===== config.mk =====
export PLATFORM = sky130hd
export DESIGN_NAME = note_input_encoder
export DESIGN_NICKNAME = d
export VERILOG_FILES = /design/src/rtl/note_input_encoder.sv
export SDC_FILE = /design/constraint.sdc
export NUM_CORES = 1
export LEC_CHECK = 0
export CAP_MARGIN = 20
export CORE_MARGIN = 2
export CORE_UTILIZATION = 55
export CTS_CLUSTER_SIZE = 8
export DETAILED_ROUTE_END_ITERATION = 12
export GPL_ROUTABILITY_DRIVEN = 0
export GPL_TIMING_DRIVEN = 1
export PLACE_DENSITY = 0.72
export SYNTH_ARGS = -nofsm -noshare
export SYNTH_HDL_FRONTEND = slang
export SYNTH_SLANG_ARGS = --single-unit

===== constraint.sdc =====
create_clock -name clk -period 3.1 [get_ports clk]
set_input_delay 0.62 -clock clk [delete_from_list [all_inputs] [get_ports clk]]
set_output_delay 0.62 -clock clk [all_outputs]
set_load 0.01 [all_outputs]

===== src/rtl/note_input_encoder.sv =====
// Piano key front-end: synchronises and debounces note/octave keys, then drives a
// last-pressed-wins note selector, a saturating octave register and note_on/note_off pulses.
module note_input_encoder #(
    parameter int unsigned DEBOUNCE_CYCLES = 1000000,
    parameter int unsigned OCTAVE_RESET    = 3
) (
    input  logic       clk,
    input  logic       rst,
    input  logic [6:0] note_btn,
    input  logic       oct_up,
    input  logic       oct_down,
    output logic [2:0] note,
    output logic [2:0] octave,
    output logic       note_on,
    output logic       note_off
);

    localparam int unsigned N  = 9;
    localparam int unsigned CW = $clog2(DEBOUNCE_CYCLES + 1);
    localparam logic [CW-1:0] CNT_MAX = CW'(DEBOUNCE_CYCLES);

    typedef enum logic {
        IDLE,
        PLAYING
    } state_t;

    logic [N-1:0]  raw;
    logic [N-1:0]  sync1_q, sync2_q;
    logic [N-1:0]  stable_q, stable_d;
    logic [N-1:0]  press, rel_ev;
    logic [CW-1:0] cnt_q [N];
    logic [CW-1:0] cnt_d [N];

    state_t     state_q, state_d;
    logic [2:0] note_q, note_d;
    logic [2:0] octave_q, octave_d;
    logic       note_on_q, note_on_d;
    logic       note_off_q, note_off_d;
    logic [6:0] cur_mask;
    logic [6:0] new_press;

    assign raw = {oct_down, oct_up, note_btn};

    // Returns the note code (index + 1) of the lowest set key, 0 when none.
    function automatic logic [2:0] lowest_code(input logic [6:0] v);
        logic [2:0] r;
        r = '0;
        for (int unsigned i = 7; i > 0; i--) begin
            if (v[i-1]) r = 3'(i);
        end
        return r;
    endfunction

    always_comb begin
        stable_d = stable_q;
        press    = '0;
        rel_ev   = '0;
        for (int unsigned i = 0; i < N; i++) begin
            cnt_d[i] = cnt_q[i];
            if (sync2_q[i] == stable_q[i]) begin
                cnt_d[i] = '0;
            end else if (cnt_q[i] == CNT_MAX) begin
                stable_d[i] = ~stable_q[i];
                cnt_d[i]    = '0;
                press[i]    = ~stable_q[i];
                rel_ev[i]   = stable_q[i];
            end else begin
                cnt_d[i] = cnt_q[i] + CW'(1);
            end
        end
    end

    always_comb begin
        state_d    = state_q;
        note_d     = note_q;
        octave_d   = octave_q;
        note_on_d  = 1'b0;
        note_off_d = 1'b0;
        cur_mask   = (state_q == PLAYING) ? (7'b1 << (note_q - 3'd1)) : '0;
        new_press  = press[6:0] & ~cur_mask;

        // A fresh press always wins, even when the current key is released in the same cycle.
        if (new_press != '0) begin
            state_d   = PLAYING;
            note_d    = lowest_code(new_press);
            note_on_d = 1'b1;
        end else if (state_q == PLAYING && (rel_ev[6:0] & cur_mask) != '0) begin
            if (stable_d[6:0] != '0) begin
                note_d    = lowest_code(stable_d[6:0]);
                note_on_d = 1'b1;
            end else begin
                state_d    = IDLE;
                note_d     = '0;
                note_off_d = 1'b1;
            end
        end

        if (press[7] && !press[8] && octave_q != 3'd7) begin
            octave_d = octave_q + 3'd1;
        end else if (press[8] && !press[7] && octave_q != 3'd0) begin
            octave_d = octave_q - 3'd1;
        end
    end

    always_ff @(posedge clk) begin
        if (rst) begin
            sync1_q    <= '0;
            sync2_q    <= '0;
            stable_q   <= '0;
            for (int unsigned i = 0; i < N; i++) cnt_q[i] <= '0;
            state_q    <= IDLE;
            note_q     <= '0;
            octave_q   <= 3'(OCTAVE_RESET);
            note_on_q  <= 1'b0;
            note_off_q <= 1'b0;
        end else begin
            sync1_q    <= raw;
            sync2_q    <= sync1_q;
            stable_q   <= stable_d;
            for (int unsigned i = 0; i < N; i++) cnt_q[i] <= cnt_d[i];
            state_q    <= state_d;
            note_q     <= note_d;
            octave_q   <= octave_d;
            note_on_q  <= note_on_d;
            note_off_q <= note_off_d;
        end
    end

    assign note     = note_q;
    assign octave   = octave_q;
    assign note_on  = note_on_q;
    assign note_off = note_off_q;

endmodule


==> results.md <==
* Final nets at between 1000 and 1500
* Critical path, cell by cell: inv_1 -> ha_1 -> nor4b_1 -> nand3_1 -> nor3_1 -> mux2i_1 -> nand3_1 -> or2_2 -> a31o_2
* CTS tree: yes
* Crit path DAT at 3.23 ns
* Most frequent cells in the layout: nor2_1, dfxtp_1, xor2_1, nand3_1, nand2_1
* Layout cells sized above 1 at 0.0501
* RSZ-0062 raised after global routing: no
* Post-CTS sizing at 0
* Hold Violations, Final at 0
* Setup TNS at 0 ns
* Drt pass-1 iters at 5
* Vias per cell at roughly 5.4
* FF/Latch Area at around 0.0043 mm2
* Io pins at 19
* WL/cell at about 13 um
* Initial antenna violation count at 0
* Minimum clock period at 2.80 ns
* Cell count after placement at 1376
* Fin Hold WS at 0.432 ns
* DR vias at 7615
* Final Power at 5.65 mW
* Vias in the first global route at 7072
* Syn nets at 1182
* Crit path top cell by count: nand3_1
* Design Area, Final at 0.0111 mm2
* Core area at 0.0178 mm2
* Syn Area/Cell at slightly below 9 um2
* Seq pwr share at 0.497
* Netlist Area Pre-Place at about 0.010 mm2
* Slowest-stage cell, CP: mux2i_1
* Worst Path Max Fanout at 5
* Cell count of the worst reg-to-reg path at 9
* Int Pwr at 4.51 mW
* Relative slew slack at 0.500
* Final ANT Viol Nets at 0
* Effective utilization at floorplan at 0.558
* CTS Hold Bufs at 0
* Layout Area Growth over Synthesis at 11.6%
* Clk Latency, worst-skew pair at 0.54 ns
* Synthesized instance count at 1151
* Met1 Use GR at 0.266
* Critical Path End Type: register
* GRT Overall Usage at 0.193
* DIE AREA at between 0.015 and 0.02 mm2
* Hold Path Sink: sync2_q[3]
* Max VDD drop at 0.461 mV
* Layout Skew at 0.0108 ns
* Post-CTS Setup Inserts at 0
* Port bufs at 18
* Gate power share at 0.012
* Sw Ratio at 0.203
* Reg2reg end: note[0]
* Critical hold path startpoint: sync1_q[3]
* Crit-path max cell delay at 0.47 ns
* Die Y at 139 um
* Cell family with most CP delay: simple AND/OR/NAND/NOR gates
* Htree depth at 1
* Count of cell types in the netlist at 61
* Final period utilization at 0.904
* Seq/Total Area, Yosys at 0.434
* Reg2reg setup slack at 0.30 ns
* GR Util met3 at 0.0335
* Clock root cell: clkbuf_16
* Synth Flop Type: dfxtp_1
* Gr busiest metal: met2
* Die Wd at 139 um
* M2 GR Usage at 0.313
* DPL Wire Length at approximately 13 mm
* Post-synth EDFFs at 0
* Hold path depth at 1
* P per Cell Area at 509 mW/mm2
* Share of flip-flops with an asynchronous set or reset at 0
* Multi-input logic area at 0.00537 mm2
* Finish-stage setup viols at 0
* DR DRC count at 0
* Placed instance area at 0.0103 mm2
* Setup CP Type: reg2reg
* # rows at 49
* F_max at 0.357 GHz
* HP Class: reg2reg
* Worst Setup Start Kind: register
* Pin count of the biggest net entering global routing at ~40
* Crit Reg-Reg Startpoint: cnt_q[0][20]
* Post-route insts no fill at ~1400
* Fillers at 1528
* Slew Limit Fails at 0
* Seq cells post-synth at 216
* N_diodes at 0
* Clk sinks at approximately 220
* Req. time, crit path at between 3 and 4 ns
* Outcome: finished clean
* First-pass GRT wire length at approximately 32 mm
* Commonest non-fill, non-tap cell in the layout: nor2_1
* P_sw at approximately 1.1 mW
* CTS clock-pin slew for the worst setup and hold paths at 0.05 ns
* GRT overflow at 0
* Pleak at 3.61 nW
* DRT Wirelength at 18.6 mm
* Buf+Inv Stages, Crit Path at 1
* Max clock buf depth at 3
* Slew @ Worst Pin at 0.750 ns
* Clock group share of total power at 0.491
* Cts bufs inserted at 30
* Max Cap Viol at 0
* DR iter-0 viols at 304
* Syn. warnings at 0
==> worst register-to-register path: stages (launching register included) <==
cell and delay, ns:
dfxtp_1 0.33, inv_1 0.06, ha_1 0.15, nor4b_1 0.26, nand3_1 0.19, nor3_1 0.46, mux2i_1 0.47, nand3_1 0.20
or2_2 0.35, a31o_2 0.23
==> state kept, by name, summed over array words and instances, names as in the netlist <==
register,cells
sync1_q,9
stable_q,9
state_q,1
octave,3
note_off,1
note_on,1
cnt_q,180
sync2_q,9
note,3
==> worst max-delay path by stage <==
stage | to | from | slack, ns | cells past startpoint
after floorplan | octave[2] | cnt_q[0][151] | 0.53 | 9
after global placement | note[0] | cnt_q[0][20] | 0.35 | 9
after detailed placement | note[0] | cnt_q[0][20] | 0.35 | 9
after CTS | note[0] | cnt_q[0][20] | 0.31 | 9
after global routing | note[0] | cnt_q[0][20] | 0.04 | 9
final | note[0] | cnt_q[0][20] | 0.30 | 9
==> power by group through the flow <==
stage	sequential, mW	clock [mW]	combinational (mW)
2_1_floorplan	2.86	0	0.0503
3_3_place_gp	2.86	0	0.0708
3_5_place_dp	2.86	0	0.0706
4_1_cts	2.81	2.85	0.0715
5_1_grt	2.80	2.97	0.0792
6_report	2.81	2.78	0.0705
==> cells in the mapped netlist, types with 6 or more instances <==
library cell,count,area (um2)
nand2_1,71,267
nor3_1,23,115
o21ai_0,16,80.1
nand4_1,34,213
nand4b_1,10,87.6
a21oi_1,18,90.1
ha_1,19,238
nor4_1,11,68.8
and4b_1,6,60.1
inv_1,37,139
mux2i_1,8,80.1
nor4b_1,13,114
and3_1,38,238
or2_2,6,37.5
and4_1,9,78.8
nor2_1,225,845
clkbuf_1,24,90.1
dfxtp_1,216,4320
nand3_1,80,400
nor2b_1,28,175
xnor2_1,53,464
nor4bb_1,13,130
nand2b_1,10,62.6
or3_1,21,131
xor2_1,102,893
==> through the flow <==
stage / worst slack, ns / util
after floorplan: 0.531 / -
after global placement: 0.354 / 0.580
after detailed placement: 0.354 / 0.580
after CTS: 0.310 / 0.623
after global routing: 0.0379 / 0.623
final: 0.297 / 0.623
==> cell families after synthesis <==
logic type / synth area share
mux: 0.0114
buf+inv: 0.0263
flops: 0.434
compound gates: 0.0422
simple gates: 0.324
fa+ha+maj: 0.0259
xor+xnor: 0.136
==> layer usage <==
layer | vias to the layer above | share of wire
li1 | 3979 | -
met1 | 3498 | 0.50
met2 | 116 | 0.45
met3 | 22 | 0.040
met4 | 0 | 0.017
met5 | - | 0
==> cell type report <==
class,instances,share of cell area
Clock buffer,30,0.0676
Sequential cell,216,0.389
Tap cell,229,0.0258
Clock inverter,1,0.00146
Timing Repair Buffer,24,0.0198
Multi-Input combinational cell,870,0.484
Inverter,37,0.0125
No activity file was read; power rests on OpenSTA's default activity.
